### src/rtl/packet_rr_scheduler_if.sv
// Ingress packet-memory and egress Avalon-ST signal bundle for packet_rr_scheduler.
// The slave modport is the scheduler's view; the master modport is the source/sink side.
interface packet_rr_scheduler_if #(
    parameter int pNUM_PORTS  = 4,
    parameter int pDATA_WIDTH = 8,
    parameter int pLEN_WIDTH  = 11
);
    logic [pNUM_PORTS-1:0]             iempty_fifo;
    logic [pNUM_PORTS*pLEN_WIDTH-1:0]  ilen;
    logic [pNUM_PORTS-1:0]             ivalid;
    logic [pNUM_PORTS*pDATA_WIDTH-1:0] idata;
    logic [pNUM_PORTS-1:0]             isop;
    logic [pNUM_PORTS-1:0]             ieop;
    logic [pNUM_PORTS-1:0]             ierror;
    logic [pNUM_PORTS-1:0]             ird_en;
    logic [pNUM_PORTS-1:0]             oready;
    logic                              iready;
    logic                              ovalid;
    logic [pDATA_WIDTH-1:0]            odata;
    logic                              ostartofpacket;
    logic                              oendofpacket;
    logic                              oerror;
    logic [3:0]                        ochannel;
    logic                              olen_err;
    logic                              otimeout;

    modport master (
        output iempty_fifo, ilen, ivalid, idata, isop, ieop, ierror, iready,
        input  ird_en, oready, ovalid, odata, ostartofpacket, oendofpacket,
               oerror, ochannel, olen_err, otimeout
    );

    modport slave (
        input  iempty_fifo, ilen, ivalid, idata, isop, ieop, ierror, iready,
        output ird_en, oready, ovalid, odata, ostartofpacket, oendofpacket,
               oerror, ochannel, olen_err, otimeout
    );
endinterface

### src/rtl/packet_rr_scheduler.sv
// Round-robin scheduler granting one ingress packet memory per packet onto a single Avalon-ST egress.
// Optional XFER stall watchdog is enabled by defining PKT_SCHED_WATCHDOG_EN.
module packet_rr_scheduler #(
    parameter int pNUM_PORTS   = 4,
    parameter int pDATA_WIDTH  = 8,
    parameter int pLEN_WIDTH   = 11,
    parameter int pWDOG_CYCLES = 4096
) (
    input  logic                 iclk,
    input  logic                 irst,
    packet_rr_scheduler_if.slave bus
);

    typedef enum logic [1:0] {IDLE, LOAD, XFER} state_t;

    state_t                 state, state_nxt;
    logic [3:0]             grant, grant_nxt, rr_ptr, rr_nxt, grant_inc;
    logic [3:0]             pick, hi_pick, lo_pick;
    logic                   any_req, hi_found;
    logic                   sel_valid, sel_sop, sel_eop, sel_error;
    logic [pDATA_WIDTH-1:0] sel_data;
    logic [pLEN_WIDTH-1:0]  sel_len, exp_len, beat_cnt;
    logic                   xfer, beat_acc, eop_acc, len_mis;
    logic                   len_err_p1, len_err_nxt, wdog_hit;

    function automatic logic [pLEN_WIDTH-1:0] sat_inc(input logic [pLEN_WIDTH-1:0] v);
        return (&v) ? v : v + pLEN_WIDTH'(1);
    endfunction

    always_comb begin
        sel_valid = 1'b0;
        sel_sop   = 1'b0;
        sel_eop   = 1'b0;
        sel_error = 1'b0;
        sel_data  = '0;
        sel_len   = '0;
        for (int i = 0; i < pNUM_PORTS; i++) begin
            if (grant == 4'(i)) begin
                sel_valid = bus.ivalid[i];
                sel_sop   = bus.isop[i];
                sel_eop   = bus.ieop[i];
                sel_error = bus.ierror[i];
                sel_data  = bus.idata[i*pDATA_WIDTH +: pDATA_WIDTH];
                sel_len   = bus.ilen[i*pLEN_WIDTH +: pLEN_WIDTH];
            end
        end
    end

    // Descending scan so the lowest qualifying index wins: first at/after rr_ptr, else wrap to lowest.
    always_comb begin
        any_req  = 1'b0;
        hi_found = 1'b0;
        hi_pick  = '0;
        lo_pick  = '0;
        for (int i = pNUM_PORTS - 1; i >= 0; i--) begin
            if (!bus.iempty_fifo[i]) begin
                any_req = 1'b1;
                lo_pick = 4'(i);
                if (4'(i) >= rr_ptr) begin
                    hi_found = 1'b1;
                    hi_pick  = 4'(i);
                end
            end
        end
        pick = hi_found ? hi_pick : lo_pick;
    end

    assign grant_inc = (grant == 4'(pNUM_PORTS - 1)) ? 4'd0 : grant + 4'd1;
    assign xfer      = (state == XFER);
    assign beat_acc  = xfer && sel_valid && bus.iready;
    assign eop_acc   = beat_acc && sel_eop;
    assign len_mis   = (sat_inc(beat_cnt) != exp_len);

`ifdef PKT_SCHED_WATCHDOG_EN
    localparam int             WDW       = $clog2(pWDOG_CYCLES + 1);
    localparam logic [WDW-1:0] WDOG_LAST = WDW'(pWDOG_CYCLES - 1);
    logic [WDW-1:0]            stall_cnt;

    always_ff @(posedge iclk) begin
        if (irst || !xfer || beat_acc) stall_cnt <= '0;
        else                           stall_cnt <= stall_cnt + WDW'(1);
    end
    assign wdog_hit = xfer && !beat_acc && (stall_cnt == WDOG_LAST);
`else
    assign wdog_hit = 1'b0;
`endif

    always_comb begin
        state_nxt   = state;
        grant_nxt   = grant;
        rr_nxt      = rr_ptr;
        len_err_nxt = 1'b0;
        case (state)
            IDLE: begin
                if (any_req) begin
                    grant_nxt = pick;
                    state_nxt = LOAD;
                end
            end
            LOAD: state_nxt = XFER;
            XFER: begin
                if (eop_acc) begin
                    len_err_nxt = len_mis;
                    rr_nxt      = grant_inc;
                    state_nxt   = IDLE;
                end else if (wdog_hit) begin
                    rr_nxt    = grant_inc;
                    state_nxt = IDLE;
                end
            end
            default: state_nxt = IDLE;
        endcase
    end

    always_ff @(posedge iclk) begin
        if (irst) begin
            state      <= IDLE;
            grant      <= '0;
            rr_ptr     <= '0;
            len_err_p1 <= 1'b0;
        end else begin
            state      <= state_nxt;
            grant      <= grant_nxt;
            rr_ptr     <= rr_nxt;
            len_err_p1 <= len_err_nxt;
        end
    end

    // Descriptor length and beat count only matter inside a packet; LOAD initialises both.
    always_ff @(posedge iclk) begin
        if (state == LOAD) begin
            exp_len  <= sel_len;
            beat_cnt <= '0;
        end else if (beat_acc) begin
            beat_cnt <= sat_inc(beat_cnt);
        end
    end

    always_comb begin
        bus.ird_en = '0;
        bus.oready = '0;
        for (int i = 0; i < pNUM_PORTS; i++) begin
            if (grant == 4'(i)) begin
                bus.ird_en[i] = (state == LOAD);
                bus.oready[i] = xfer && bus.iready;
            end
        end
    end

    assign bus.ovalid         = xfer && sel_valid;
    assign bus.odata          = xfer ? sel_data : '0;
    assign bus.ostartofpacket = xfer && sel_sop;
    assign bus.oendofpacket   = xfer && sel_eop;
    assign bus.oerror         = xfer && (sel_error || (sel_eop && len_mis));
    assign bus.ochannel       = grant;
    assign bus.olen_err       = len_err_p1;
    assign bus.otimeout       = wdog_hit;

endmodule

### src/flat_wrapper.sv
// flat-port wrapper written by rule: the top's interface ports become plain ports
module packet_rr_scheduler_flat 
#(
    parameter int pNUM_PORTS   = 4,
    parameter int pDATA_WIDTH  = 8,
    parameter int pLEN_WIDTH   = 11,
    parameter int pWDOG_CYCLES = 4096
)
  (iclk, irst, bus_iempty_fifo, bus_ilen, bus_ivalid, bus_idata, bus_isop, bus_ieop, bus_ierror, bus_iready, bus_ird_en, bus_oready, bus_ovalid, bus_odata, bus_ostartofpacket, bus_oendofpacket, bus_oerror, bus_ochannel, bus_olen_err, bus_otimeout);
  packet_rr_scheduler_if #(.pNUM_PORTS(pNUM_PORTS), .pDATA_WIDTH(pDATA_WIDTH), .pLEN_WIDTH(pLEN_WIDTH)) bus_i ();
  input  logic iclk;
  input  logic irst;
  input wire logic [$bits(bus_i.iempty_fifo)-1:0] bus_iempty_fifo;
  input wire logic [$bits(bus_i.ilen)-1:0] bus_ilen;
  input wire logic [$bits(bus_i.ivalid)-1:0] bus_ivalid;
  input wire logic [$bits(bus_i.idata)-1:0] bus_idata;
  input wire logic [$bits(bus_i.isop)-1:0] bus_isop;
  input wire logic [$bits(bus_i.ieop)-1:0] bus_ieop;
  input wire logic [$bits(bus_i.ierror)-1:0] bus_ierror;
  input wire logic [$bits(bus_i.iready)-1:0] bus_iready;
  output wire logic [$bits(bus_i.ird_en)-1:0] bus_ird_en;
  output wire logic [$bits(bus_i.oready)-1:0] bus_oready;
  output wire logic [$bits(bus_i.ovalid)-1:0] bus_ovalid;
  output wire logic [$bits(bus_i.odata)-1:0] bus_odata;
  output wire logic [$bits(bus_i.ostartofpacket)-1:0] bus_ostartofpacket;
  output wire logic [$bits(bus_i.oendofpacket)-1:0] bus_oendofpacket;
  output wire logic [$bits(bus_i.oerror)-1:0] bus_oerror;
  output wire logic [$bits(bus_i.ochannel)-1:0] bus_ochannel;
  output wire logic [$bits(bus_i.olen_err)-1:0] bus_olen_err;
  output wire logic [$bits(bus_i.otimeout)-1:0] bus_otimeout;
  assign bus_i.iempty_fifo = bus_iempty_fifo;
  assign bus_i.ilen = bus_ilen;
  assign bus_i.ivalid = bus_ivalid;
  assign bus_i.idata = bus_idata;
  assign bus_i.isop = bus_isop;
  assign bus_i.ieop = bus_ieop;
  assign bus_i.ierror = bus_ierror;
  assign bus_i.iready = bus_iready;
  assign bus_ird_en = bus_i.ird_en;
  assign bus_oready = bus_i.oready;
  assign bus_ovalid = bus_i.ovalid;
  assign bus_odata = bus_i.odata;
  assign bus_ostartofpacket = bus_i.ostartofpacket;
  assign bus_oendofpacket = bus_i.oendofpacket;
  assign bus_oerror = bus_i.oerror;
  assign bus_ochannel = bus_i.ochannel;
  assign bus_olen_err = bus_i.olen_err;
  assign bus_otimeout = bus_i.otimeout;
  packet_rr_scheduler #(.pNUM_PORTS(pNUM_PORTS), .pDATA_WIDTH(pDATA_WIDTH), .pLEN_WIDTH(pLEN_WIDTH), .pWDOG_CYCLES(pWDOG_CYCLES)) u_core (.iclk(iclk), .irst(irst), .bus(bus_i));
endmodule
### config.mk
export PLATFORM = sky130hd
export DESIGN_NAME = packet_rr_scheduler_flat
export DESIGN_NICKNAME = d
export VERILOG_FILES = /design/src/rtl/packet_rr_scheduler_if.sv /design/src/rtl/packet_rr_scheduler.sv /design/src/flat_wrapper.sv
export SDC_FILE = /design/constraint.sdc
export NUM_CORES = 1
export LEC_CHECK = 0
export ABC_AREA = 1
export CAP_MARGIN = 20
export CORE_MARGIN = 5
export CORE_UTILIZATION = 35
export CTS_BUF_LIST = sky130_fd_sc_hd__clkbuf_2 sky130_fd_sc_hd__clkbuf_4 sky130_fd_sc_hd__clkbuf_8
export DETAILED_ROUTE_END_ITERATION = 10
export PLACE_DENSITY = 0.72
export SLEW_MARGIN = 10
export SYNTH_ARGS = -nofsm -noshare
export SYNTH_HDL_FRONTEND = slang
export SYNTH_SLANG_ARGS = --single-unit
### constraint.sdc
create_clock -name iclk -period 2.9 [get_ports iclk]
set_input_delay 0.58 -clock iclk [delete_from_list [all_inputs] [get_ports iclk]]
set_output_delay 0.58 -clock iclk [all_outputs]
set_load 0.01 [all_outputs]
* Word-level counts from Yosys, hierarchy flattened *
Cells that the tools add are included.

word-level totals
  bits in registers = 33
  bits of input ports = 99

operators by class
  add/sub/neg operators = 2
  order comparisons = 4
  equality and inequality tests = 8
  mux-type cells = 63
  bitwise operators = 2
  reduce and logical (&&, ||, !) cells = 16

operator list
  kind                                                                   count
  11-bit 2-to-1 mux                                                      5
  8-bit 2-to-1 mux                                                       5
  1-bit 2-to-1 mux                                                       36
  4-bit 2-to-1 mux                                                       9
  2-bit 2-to-1 mux                                                       7
  11-bit by 1-bit adder with 11-bit output (second input constant)       1
  11-bit != test                                                         1
  11-bit AND reduction                                                   1
  4-bit by 2-bit == test with 1-bit output (second input constant)       2
  1-bit by 4-bit >= comparator with 1-bit output (first input constant)  2
  2-bit by 4-bit >= comparator with 1-bit output (first input constant)  2
  1-bit logical AND                                                      8
  2-bit one-hot mux with 3 select lines                                  1
  2-bit AND reduction                                                    3
  4-bit by 1-bit adder with 4-bit output (second input constant)         1
  4-bit by 1-bit == test with 1-bit output (second input constant)       1
  4-bit logical NOT                                                      1
  3-bit OR reduction                                                     1
  2-bit by 1-bit == test with 1-bit output (second input constant)       1
  2-bit == test (second input constant)                                  1
  2-bit logical NOT                                                      1
  2-bit by 1-bit != test with 1-bit output (second input constant)       1
  2-bit != test (second input constant)                                  1
  1-bit inverter                                                         2
  1-bit logical OR                                                       1

* Longest topological paths before layout *
  depth in word-level cells = 10
  gate-level depth with buffers = 15

* Least setup slack after synthesis *
No wires, ideal clock.

  path type = reg-to-output
  from = register u_core.state[0]
  to = output bus_ird_en[0]
  arrival time = 1.772 ns
  required time = 2.320 ns
  path slack = 0.548 ns
  cell stages (with the launch flop) = 5
  cell sequence = dfxtp_1 -> inv_1 -> nor2_1 -> clkinv_1 -> nor2_1

on the way
  cells in the longest elaborated chain, start to end = 2

ends and longest elaborated chain
  element                                   RTL line                    text
  from (decl)                               packet_rr_scheduler.sv:16   state_t state, state_nxt;
  from (signal assigned)                    packet_rr_scheduler.sv:122  state <= state_nxt;
  2-bit by 1-bit == test with 1-bit output  packet_rr_scheduler.sv:144  bus.ird_en[i] = (state == LOAD);
  1-bit 2-to-1 mux                          packet_rr_scheduler.sv:143  if (grant == 4'(i)) begin
  to (decl)                                 flat_wrapper.sv:21          output wire logic [$bits(bus_i.ird_en)-1:0] bus_ird_en;

Every way passes these cells.

* Worst setup path in the final report *
  from = register u_core.grant[0] (netlist: u_core.bus.ochannel[0])
  to = output bus_odata[6]

on the way
  cells in the longest elaborated chain, start to end = 6

ends and longest elaborated chain
  element                         RTL line                    text
  from (decl)                     packet_rr_scheduler.sv:17   logic [3:0] grant, grant_nxt, rr_ptr, rr_nxt, grant_inc;
  from (signal assigned)          packet_rr_scheduler.sv:123  grant <= grant_nxt;
  4-bit logical NOT               packet_rr_scheduler.sv:38   if (grant == 4'(i)) begin
  8-bit 2-to-1 mux (3 in series)  packet_rr_scheduler.sv:38
  8-bit 2-to-1 mux *              packet_rr_scheduler.sv:38
  8-bit 2-to-1 mux *              packet_rr_scheduler.sv:151  assign bus.odata = xfer ? sel_data : '0;
  to (decl)                       flat_wrapper.sv:24          output wire logic [$bits(bus_i.odata)-1:0] bus_odata;

Mark *: on every way between the ends. The rest lies on a longest branch, timed or not.

==> results.md <==
- DR WL/cell: 14.1 um
- Slew Limit Fails: 0
- # nets final: 598
- Buf+Inv Stages, Crit Path: 4
- Crit. End Element: output pin
- Chip height: 93.5 um
- Status: finished clean
- Reg-to-Reg End: u_core.bus.olen_err
- Seq/Total Area, Yosys: 28.3%
- Synth warn: 0
- Final period util: 95.1%
- Worst hold path class: flop to flop
- Gate count of the mapped netlist: 368
- Final setup vio count: 0
- Netlist cell types: 40
- Max Fanout on Critical Path: 5
- Final Hold Viols: 0
- #FFs+latches synth: 29
- Worst slack, placed: 109 ps
- Gr usage total: 19.1%
- TritonCTS Buffers: 5
- VDD IR-drop max: 0.189 mV
- Final total power: 0.00160 W
- Post-synth EDFFs: 11
- Critical Path RT: 2320 ps
- Antenna-violating nets left: 0
- Fin crit period: 2760 ps
- Area growth, synth to finish: 62.4%
- Number of port buffers: 121
- Kind of critical path: flop to output pin
- N_diodes: 0
- Cells along the critical path: inv_1 > ha_1 > inv_2 > nor2_4 > buf_4 > a221o_1 > o21ai_0 > a21oi_1 > clkdlybuf4s50_1
- Slowest CP cell: clkdlybuf4s50_1
- CTS tree: done
- Fin Clk Skew: 5.56 ps
- Async SR Flop Fraction: 0%
- Vias per cell: 4.98
- H-tree depth: 2
- Core box area: 6790 um2
- Initial DRT Pass Iterations: 4
- Largest net degree at the start of global routing: 25
- PD cells: 403 nW/um2
- # clock sinks: 29
- Routed wire length: 8360 um
- Hold path depth: 2
- I/O pin cnt: 125
- Worst R2R Start: u_core.bus.ochannel[1]
- Global-route wire length before repair: 13300 um
- Startpoint types: flop
- Max incr delay on CP: 480 ps
- Gpl congestion: 0.886
- Share of layout cells above drive strength 1: 11.9%
- Crit-path leading delay family: buffers and inverters
- Max Clk Rate: 363 MHz
- Mapped cell area: 2440 um2
- Ys flop type: dfxtp_1
- Initial Utilization: 35.9%
- FF-to-FF setup slack: 680 ps
- Iter 0 DRT Violations: 137
- Critical path arrival: 2180 ps
- Row Count: 30
- Die width: 93.5 um
- Vias in the first global route: 2909
- Worst-Skew Late Latency: 280 ps
- Static leakage: 1.71 nW
- Max Root-Sink Buffers: 2
- Worst Setup SP: u_core.bus.ochannel[0]
- DRC viols: 0
- Worst min-delay path startpoint: u_core.beat_cnt[9]
- Via count: 2942
- MaxCap Viol Count: 0
- Antenna violations before repair: 0
- Synth Area per Inst: 6.63 um2
- CTS root buf: clkbuf_8
- Final setup margin: 143 ps
- DP Wirelength: 6900 um
- Die area: 8750 um2
- Clock transition at path regs: 60 ps
- Reg2reg path depth: 11
- Grt ovf: 0
- Hold endpoint: u_core.beat_cnt[9]
==> report_power, final <==
group / leakage, nW / internal, W / total, W / switching, W
sequential: 0.253 / 0.000494 / 0.000536 / 0.0000426
clock: 0.0484 / 0.000175 / 0.000331 / 0.000156
combinational: 1.41 / 0.000356 / 0.000731 / 0.000375
total: 1.71 / 0.00102 / 0.00160 / 0.000574
==> layer usage <==
layer / vias up / share of wire, % / GRT usage [%] / wire length [um]
met5: - / 0 / 0 / 0
met4: 0 / 1.0 / 4.15 / 86
met3: 9 / 10 / 7.40 / 834
met2: 112 / 50 / 33.9 / 4200
met1: 1313 / 39 / 21.4 / 3240
li1: 1508 / - / - / -
==> placed cells by master (no fill, tap or decap), types with 4 or more instances in the layout <==
cell	n
dlygate4sd2_1	5
a21oi_1	25
nor2_1	41
dfxtp_1	13
nand4_1	4
inv_1	35
clkbuf_8	5
o31ai_1	11
nor2_2	7
buf_4	13
a221oi_1	11
a22oi_1	10
o21ai_0	33
nand3_1	16
nand2_1	83
a211oi_1	5
dlymetal6s2s_1	4
clkdlybuf4s50_1	111
edfxtp_1	11
dfxtp_2	4
==> worst max-delay path by stage <==
stage                         end  slack, ps  depth (start not counted)
global route           bus_oerror        -20                         15
CTS                  bus_odata[1]         20                          9
floorplan           bus_ird_en[0]        550                          4
finish               bus_odata[6]        140                          9
global placement       bus_oerror        160                         15
detailed placement     bus_oerror        110                         15
==> registers in the layout, indices dropped and copies added (netlist names) <==
signal	flops
u_core.state	2
u_core.exp_len	11
u_core.beat_cnt	11
u_core.bus.ochannel	2
u_core.bus.olen_err	1
u_core.rr_ptr	2
==> per-stage QoR <==
| step | instances | utilization (%) | cell area, um2 | setup TNS, ps | hold slack [ps] |
|---|---|---|---|---|---|
| floorplan | 370 | - | 2450 | 0 | 461 |
| global placement | 578 | 55.4 | 3770 | 0 | 496 |
| detailed placement | 578 | 55.4 | 3770 | 0 | 487 |
| CTS | 588 | 57.0 | 3870 | 0 | 500 |
| global route | 591 | 58.3 | 3960 | -20.2 | 542 |
| finish | 591 | 58.3 | 3960 | 0 | 496 |
==> synthesized netlist by cell type (2+ instances only) <==
master,number,area share (%)
buf_4,3,0.92
nand2_2,2,0.51
a211oi_1,5,1.5
buf_2,5,1.0
inv_1,36,5.5
dfxtp_1,18,15
buf_1,3,0.46
a22oi_1,11,3.4
nand4_1,4,1.0
nand3_2,2,0.82
a21oi_1,25,5.1
nor2_4,2,0.92
nor2_1,44,6.8
o211ai_1,2,0.61
o31ai_1,11,3.4
nand3b_1,2,0.61
o21ai_0,33,6.8
nor3_1,3,0.61
nand2_1,84,13
ha_1,5,2.6
clkbuf_1,9,1.4
nand2_4,2,0.92
inv_2,2,0.31
edfxtp_1,11,14
nand3_1,16,3.3
nor2_2,4,1.0
a221oi_1,11,3.9
==> worst min-delay path, delay by kind of cell (launching register included) <==
kind	cells	cell delay (ps)
compound gates	1	60
buf+inv	1	70
flops	1	320
==> final cells by class <==
cell class,count,area [um2]
Tap cell,96,120
Timing Repair Buffer,137,1360
Multi-Input combinational cell,282,1550
Sequential cell,29,699
Clock buffer,6,76.3
Clock inverter,2,10.0
Inverter,39,146
Fill cell,641,2830
==> cells by family after synthesis <==
group | synth area share [%]
simple gates | 31.4
xor+xnor | 0.718
compound gates | 26.6
fa+ha+maj | 2.56
other cells | 0.154
flops | 28.3
buf+inv | 10.3
==> repair_timing <==
item                       4_1_cts  5_1_grt
pin swaps                        1        2
gates cloned                     1        0
buffers inserted                 1        3
setup endpoints to repair       10        7
hold buffers                     0        0
resized for setup               11       19
Power figures use the tool's default switching activity.
